$ cat config.mk
export PLATFORM = sky130hd
export DESIGN_NAME = vector_unpacker
export DESIGN_NICKNAME = d
export VERILOG_FILES = /design/src/rtl/vector_pkg.sv /design/src/rtl/vector_unpacker.sv
export SDC_FILE = /design/constraint.sdc
export NUM_CORES = 1
export LEC_CHECK = 0
export CORE_AREA = 2 2 59 61
export DETAILED_ROUTE_END_ITERATION = 7
export DIE_AREA = 0 0 61 63
export PLACE_DENSITY = 0.55
export SETUP_SLACK_MARGIN = 0.02
export SLEW_MARGIN = 10
export SYNTH_ARGS = -nofsm -noshare
export SYNTH_HDL_FRONTEND = slang
export SYNTH_SLANG_ARGS = --single-unit
export TNS_END_PERCENT = 30
$ cat constraint.sdc
create_clock -name clk -period 2.8 [get_ports clk]
set_input_delay 0.28 -clock clk [delete_from_list [all_inputs] [get_ports clk]]
set_output_delay 0.28 -clock clk [all_outputs]
set_load 0.1 [all_outputs]
$ cat src/rtl/vector_pkg.sv
// Shared definitions for the packed-vector receive path.
// Contents:
//   state_e     - unpacker FSM states (EMPTY, LANE_A, LANE_B)
//   LANE_A_SEL  - out_lane value tagging the lane-a beat
//   LANE_B_SEL  - out_lane value tagging the lane-b beat
//   DEFAULT_W   - default recovered lane width
package vector_pkg;

  localparam int unsigned DEFAULT_W = 3;

  localparam logic LANE_A_SEL = 1'b0;
  localparam logic LANE_B_SEL = 1'b1;

  typedef enum logic [1:0] {
    EMPTY  = 2'd0,
    LANE_A = 2'd1,
    LANE_B = 2'd2
  } state_e;

endpackage

$ cat src/rtl/vector_unpacker.sv
// Packed-vector receiver: 2:1 width down-converter.
// Captures one 2W-bit word {~b, ~a} per valid/ready handshake, re-inverts it and
// emits lane a then lane b as two W-bit beats. Counts fully emitted words.
//
// Ports:
//   clk            in   system clock, rising edge
//   rst_n          in   asynchronous active-low reset
//   in_valid       in   packed word offered
//   in_ready       out  block can capture in_data this cycle
//   in_data        in   [2W-1:0] packed word, [W-1:0]=~a, [2W-1:W]=~b
//   out_valid      out  out_data holds a valid lane beat
//   out_ready      in   consumer accepts the beat this cycle
//   out_data       out  [W-1:0] recovered lane value
//   out_lane       out  0 = lane a, 1 = lane b
//   out_last       out  high on the lane-b beat
//   word_count     out  [CNT_W-1:0] completed words, wraps
//   out_or_bitwise out  [W-1:0] a | b            (only with VECTOR_UNPACK_OR_EN)
//   out_or_logical out  (a != 0) || (b != 0)     (only with VECTOR_UNPACK_OR_EN)
//
// Optional feature macro: VECTOR_UNPACK_OR_EN adds the two OR-reduction outputs.
module vector_unpacker
  import vector_pkg::*;
#(
  parameter int unsigned W     = DEFAULT_W,
  parameter int unsigned CNT_W = 8
) (
  input  logic             clk,
  input  logic             rst_n,
  input  logic             in_valid,
  output logic             in_ready,
  input  logic [2*W-1:0]   in_data,
  output logic             out_valid,
  input  logic             out_ready,
  output logic [W-1:0]     out_data,
  output logic             out_lane,
  output logic             out_last,
`ifdef VECTOR_UNPACK_OR_EN
  output logic [W-1:0]     out_or_bitwise,
  output logic             out_or_logical,
`endif
  output logic [CNT_W-1:0] word_count
);

  state_e             state_q, state_d;
  logic [2*W-1:0]     buf_q, buf_d;
  logic [CNT_W-1:0]   count_q, count_d;
  logic               valid_q, valid_d;
  logic [W-1:0]       data_q, data_d;
  logic               lane_q, lane_d;
  logic               last_q, last_d;
  logic               capture;

  // Gated by rst_n so the producer never sees ready during reset.
  assign in_ready = rst_n & ((state_q == EMPTY) | ((state_q == LANE_B) & out_ready));
  assign capture  = in_valid & in_ready;

  always_comb begin
    state_d = state_q;
    buf_d   = buf_q;
    count_d = count_q;
    unique case (state_q)
      EMPTY: begin
        if (capture) begin
          state_d = LANE_A;
          buf_d   = in_data;
        end
      end
      LANE_A: begin
        if (out_ready) state_d = LANE_B;
      end
      LANE_B: begin
        if (out_ready) begin
          count_d = count_q + CNT_W'(1);
          if (capture) begin
            // Back-to-back: the next word's lane a follows with no bubble.
            state_d = LANE_A;
            buf_d   = in_data;
          end else begin
            state_d = EMPTY;
          end
        end
      end
      default: state_d = EMPTY;
    endcase
  end

  // Outputs are registered, so derive them from the next state and buffer.
  always_comb begin
    valid_d = 1'b0;
    data_d  = '0;
    lane_d  = LANE_A_SEL;
    last_d  = 1'b0;
    unique case (state_d)
      LANE_A: begin
        valid_d = 1'b1;
        data_d  = ~buf_d[W-1:0];
        lane_d  = LANE_A_SEL;
      end
      LANE_B: begin
        valid_d = 1'b1;
        data_d  = ~buf_d[2*W-1:W];
        lane_d  = LANE_B_SEL;
        last_d  = 1'b1;
      end
      default: begin
        valid_d = 1'b0;
      end
    endcase
  end

  always_ff @(posedge clk or negedge rst_n) begin
    if (!rst_n) begin
      state_q <= EMPTY;
      buf_q   <= '0;
      count_q <= '0;
      valid_q <= 1'b0;
      data_q  <= '0;
      lane_q  <= 1'b0;
      last_q  <= 1'b0;
    end else begin
      state_q <= state_d;
      buf_q   <= buf_d;
      count_q <= count_d;
      valid_q <= valid_d;
      data_q  <= data_d;
      lane_q  <= lane_d;
      last_q  <= last_d;
    end
  end

  assign out_valid  = valid_q;
  assign out_data   = data_q;
  assign out_lane   = lane_q;
  assign out_last   = last_q;
  assign word_count = count_q;

`ifdef VECTOR_UNPACK_OR_EN
  logic [W-1:0] or_bw_q, or_bw_d;
  logic         or_lg_q, or_lg_d;

  // Computed from the recovered lanes at capture; held until the next word.
  always_comb begin
    or_bw_d = or_bw_q;
    or_lg_d = or_lg_q;
    if (capture) begin
      or_bw_d = ~in_data[W-1:0] | ~in_data[2*W-1:W];
      or_lg_d = (|(~in_data[W-1:0])) || (|(~in_data[2*W-1:W]));
    end
  end

  always_ff @(posedge clk or negedge rst_n) begin
    if (!rst_n) begin
      or_bw_q <= '0;
      or_lg_q <= 1'b0;
    end else begin
      or_bw_q <= or_bw_d;
      or_lg_q <= or_lg_d;
    end
  end

  assign out_or_bitwise = or_bw_q;
  assign out_or_logical = or_lg_q;
`endif

endmodule

== Word level (Yosys, flattened, before mapping) ==
Index checks and enable logic that the tools add are counted.

* Word-level logic and storage cells: 31
* Register bits after elaboration: 21
* Input port bits: 10
* Output and inout port bits: 15

* Add/sub/neg operators: 1
* Bitwise logic cells: 6
* Equal/unequal tests: 4
* Reduce and logical (&&, ||, !) cells: 3
* Muxes and demuxes: 11

{| class="wikitable"
|+ Operators with widths
! kind !! count
|-
| $mux W6 || 2
|-
| $pmux W6 S2 || 1
|-
| $add A8 B1 Y8 const B || 1
|-
| $mux W2 || 3
|-
| $not A3 Y3 || 2
|-
| $pmux W2 S3 || 1
|-
| $pmux W3 S2 || 1
|-
| $eq A2 B1 Y1 const B || 2
|-
| $eq A2 B2 Y1 const B || 2
|-
| $and A1 B1 Y1 || 3
|-
| $mux W1 || 3
|-
| $logic_not A2 Y1 || 1
|-
| $reduce_and A2 Y1 || 1
|-
| $reduce_or A2 Y1 || 1
|-
| $or A1 B1 Y1 || 1
|}

== Logic depth before layout (Yosys ltp) ==
* Depth after elaboration: 11
* Mapped depth: 8
* Gate-level depth less buffers: 8

== Worst setup path after synthesis ==
No wires, ideal clock.

* Path kind: register -> register
* From: register count_q[0] (netlist: word_count[0])
* To: register count_q[4] (netlist: word_count[4])
* Data arrival time: 1560 ps
* Period minus slack after synthesis: 1721 ps
* Stages on the path, launching flop included: 4
* Data required time: 2640 ps
* Buffers on the path: 0
* Setup slack: 1079 ps
* Setup time: 160 ps
* Path through: dfrtp_1 ha_1 nand4_1 xnor2_1

* Cells in the longest elaborated chain, start to end: 1

{| class="wikitable"
|+ Ends and longest elaborated chain
! item !! RTL line !! text
|-
| start: declaration || vector_unpacker.sv:46 || <nowiki>logic [CNT_W-1:0] count_q, count_d;</nowiki>
|-
| start signal: assignment || vector_unpacker.sv:123 || <nowiki>count_q <= count_d;</nowiki>
|-
| $add A8 B1 Y8 || vector_unpacker.sv:73 || <nowiki>count_d = count_q + CNT_W'(1);</nowiki>
|}

Every way passes these cells.
A chain may end at the register's enable or synchronous reset.

== Worst setup path after layout ==
* From: input rst_n
* To: output in_ready

* Cells in the longest elaborated chain, start to end: 1

{| class="wikitable"
|+ Ends and longest elaborated chain
! item !! RTL line !! text
|-
| start: declaration || vector_unpacker.sv:28 || <nowiki>input logic rst_n,</nowiki>
|-
| $and A1 B1 Y1 || vector_unpacker.sv:54 || <nowiki>assign in_ready = rst_n & ((state_q == EMPTY) | ((state_q == LANE_B) & out_ready));</nowiki>
|-
| end: declaration || vector_unpacker.sv:30 || <nowiki>output logic in_ready,</nowiki>
|}

Every way passes these cells.

==> metrics.log <==
[metrics] status: completed
[metrics] CP Launch Type: input pin
[metrics] placeable core region: 3230 um2
[metrics] pwr dens: 948 nW/um2
[metrics] starting density of the core: 28.4%
[metrics] total DRC errors in the routed layout: 0
[metrics] number of CTS-inserted buffers: 3
[metrics] depth of the CTS H-tree: 1
[metrics] maximum number of pins on one net before global-route repair: 23
[metrics] share of synthesized area occupied by flip-flops and latches: 57.2%
[metrics] Worst Clk Skew: 1.98 ps
[metrics] total global routing track utilization: 10.1%
[metrics] post-detailed-placement half-perimeter wirelength: 1230 um
[metrics] critical path peak fanout: 22
[metrics] max-slew violation total from the final report: 0
[metrics] fraction of final layout cells with drive strength greater than 1: 36.2%
[metrics] wire length of the first global-routing pass: 2930 um
[metrics] maximum frequency from static timing analysis: 541 MHz
[metrics] area of the multi-input gates: 367 um2
[metrics] average footprint of a synthesized cell: 13.7 um2
[metrics] later-pin clock latency in the skew report: 300 ps
[metrics] final setup violation count: 0
[metrics] register bit count reported by yosys: 21
[metrics] via count of the first global-routing pass: 674
[metrics] Final Hold Vio Count: 0
[metrics] clk sink count: 21
[metrics] Reg-to-Reg End: out_data[2]$_DFF_PN0_
[metrics] R2R depth: 8
[metrics] area growth from synthesis to final layout: 31.9%
[metrics] first-pass iteration count of the detailed router: 5
[metrics] element type at the critical path end: primary output
[metrics] Fill cells: 324
[metrics] CP Data Required Time: 2520 ps
[metrics] leading cell types in the layout, fill and taps excluded: 21 x sky130_fd_sc_hd__dfrtp_1, 15 x sky130_fd_sc_hd__buf_4, 9 x sky130_fd_sc_hd__clkdlybuf4s50_1
[metrics] remaining global-route overflow: 0
[metrics] ratio of final minimum period to clock period: 66.1%
[metrics] RePlAce Congestion: 0.751
[metrics] termination of the worst setup path: in_ready
[metrics] count of flip-flops with a built-in enable after synthesis: 0
[metrics] Slew HR: 80.2%
[metrics] cells after synthesis: 67
[metrics] DRT iter0 DRCs: 10
[metrics] WL per Instance: 11.7 um
[metrics] final total negative setup slack: 0 ps
[metrics] Worst IR Drop VDD: 0.000392 V
[metrics] most common cell after layout, fill and taps aside: sky130_fd_sc_hd__dfrtp_1
[metrics] crit path from: rst_n
[metrics] CP arrival: 1570 ps
[metrics] P_leak: 0.588 nW
[metrics] measured slew at the worst slew-check pin: 297 ps
[metrics] start-to-end type of the worst setup path: in -> out
[metrics] launching point of the worst reg2reg path: state_q[1]$_DFF_PN0_
[metrics] PostCTS Resize Cnt: 0
[metrics] area of the mapped netlist: 918 um2
[metrics] num ports: 25
[metrics] post-CTS setup buffers: 0
[metrics] number of library cell types mapped by synthesis: 22
[metrics] area occupied by registers: 526 um2
[metrics] number of antenna-violating nets in the routed design: 0
[metrics] async set-reset flop share out of synthesis: 100%
[metrics] cell at the root of the clock tree: sky130_fd_sc_hd__clkbuf_4
[metrics] total via count after detailed routing: 594
[metrics] RSZ-0062 raised after global routing: no
[metrics] number of max-cap violations: 0
[metrics] count of inserted antenna diode cells: 0
[metrics] die extent in y: 63 um
[metrics] worst min path class: in -> async
[metrics] Hold Worst Slack: 428 ps
[metrics] antenna violations before repair: 0
[metrics] number of nets in the synthesized netlist: 80
[metrics] die boundary width: 61 um
[metrics] total of warnings raised by yosys: 0
[metrics] per-cell via count in the routed design: 4.24
[metrics] Reg2Reg Setup Slack: 1090 ps
[metrics] final WL: 1640 um
[metrics] standard-cell row count: 21
[metrics] shortest period the worst path allows: 1850 ps
[metrics] layout net count: 108
[metrics] maximum clock insertion buffer count: 2
[metrics] flip-flop cell with the highest count after synthesis: sky130_fd_sc_hd__dfrtp_1
[metrics] overall die area: 3840 um2
[metrics] clock slew at reported path FFs: 120 ps
[metrics] TritonCTS clock tree: built
[metrics] cts hold-fix bufs: 0
[metrics] number of buffer cells added on primary ports: 24
## synthesized netlist by cell type (2+ instances only)
library cell / number / area, um2
sky130_fd_sc_hd__o22ai_1: 2 / 12.5
sky130_fd_sc_hd__ha_1: 3 / 37.5
sky130_fd_sc_hd__buf_4: 2 / 15.0
sky130_fd_sc_hd__nand2_1: 7 / 26.3
sky130_fd_sc_hd__nand4_1: 2 / 12.5
sky130_fd_sc_hd__dfrtp_1: 21 / 526
sky130_fd_sc_hd__mux2_2: 5 / 56.3
sky130_fd_sc_hd__xnor2_1: 3 / 26.3
sky130_fd_sc_hd__inv_1: 3 / 11.3
sky130_fd_sc_hd__nor2_1: 2 / 7.51
sky130_fd_sc_hd__mux2_4: 2 / 30.0
sky130_fd_sc_hd__nand4_4: 2 / 42.5
sky130_fd_sc_hd__xor2_1: 4 / 35.0
## layout make-up
| cell class | instances | area share (%) |
|---|---|---|
| Sequential cell | 21 | 43.4 |
| Multi-Input combinational cell | 41 | 30.3 |
| Tap cell | 46 | 4.75 |
| Timing Repair Buffer | 25 | 18.4 |
| Clock inverter | 1 | 0.413 |
| Clock buffer | 3 | 1.86 |
| Inverter | 3 | 0.930 |
## stage by stage
stage          instance area (um2)  power (W)  utilization, %  worst slack (ps)  cells
6_report                      1210    0.00115            37.5               950    140
5_1_grt                       1210    0.00121            37.5               787    140
4_1_cts                       1210    0.00117            37.5               926    140
3_5_place_dp                  1180    0.00102            36.6               666    136
3_3_place_gp                  1180    0.00101            36.6               704    136
2_1_floorplan                  918   0.000880               -              1080     67
## sequential cells by signal, summed over array words and instances (netlist names)
signal	count
state_q	2
out_data	3
word_count	8
buf_q	6
out_valid	1
out_last	1
## critical path, cell delays in order
cell and delay (ps):
sky130_fd_sc_hd__clkdlybuf4s50_1 530, sky130_fd_sc_hd__buf_4 320, sky130_fd_sc_hd__and3_2 260, sky130_fd_sc_hd__buf_12 170
## how the worst min path moves through the flow
stage	from	endpoint	slack, ps	cells past startpoint
3_3_place_gp	word_count[7]$_DFFE_PN0P_	word_count[7]$_DFFE_PN0P_	470	1
2_1_floorplan	rst_n	buf_q[0]$_DFF_PN0_	-20	0
6_report	rst_n	out_last$_DFF_PN0_	430	2
4_1_cts	rst_n	out_last$_DFF_PN0_	420	2
5_1_grt	rst_n	out_last$_DFF_PN0_	430	2
3_5_place_dp	word_count[7]$_DFFE_PN0P_	word_count[7]$_DFFE_PN0P_	470	1
## power by group
group          leakage [nW]  internal, W  switching (W)
clock network        0.0177    0.0000532      0.0000907
logic                 0.300     0.000148       0.000424
registers             0.270     0.000373      0.0000595
## cells by family (layout without fill, tap and decap cells)
kind of cell	after synthesis	in the layout	share of synthesized area, %
adder cells (fa/ha/maj)	3	3	4.09
buffers and inverters	5	32	2.86
XOR/XNOR	7	7	6.68
AND/OR/NAND/NOR	19	19	15.7
AO/OA/AOI/OAI	5	5	4.09
flip-flops	21	21	57.2
multiplexers	7	7	9.40
## per-layer routing
metal	track usage [%]	share of wire, %
met1	12.7	45
met3	3.31	6.7
met5	0	0
met4	4.08	0.61
met2	15.6	48
(Power assumes the default switching activity.)
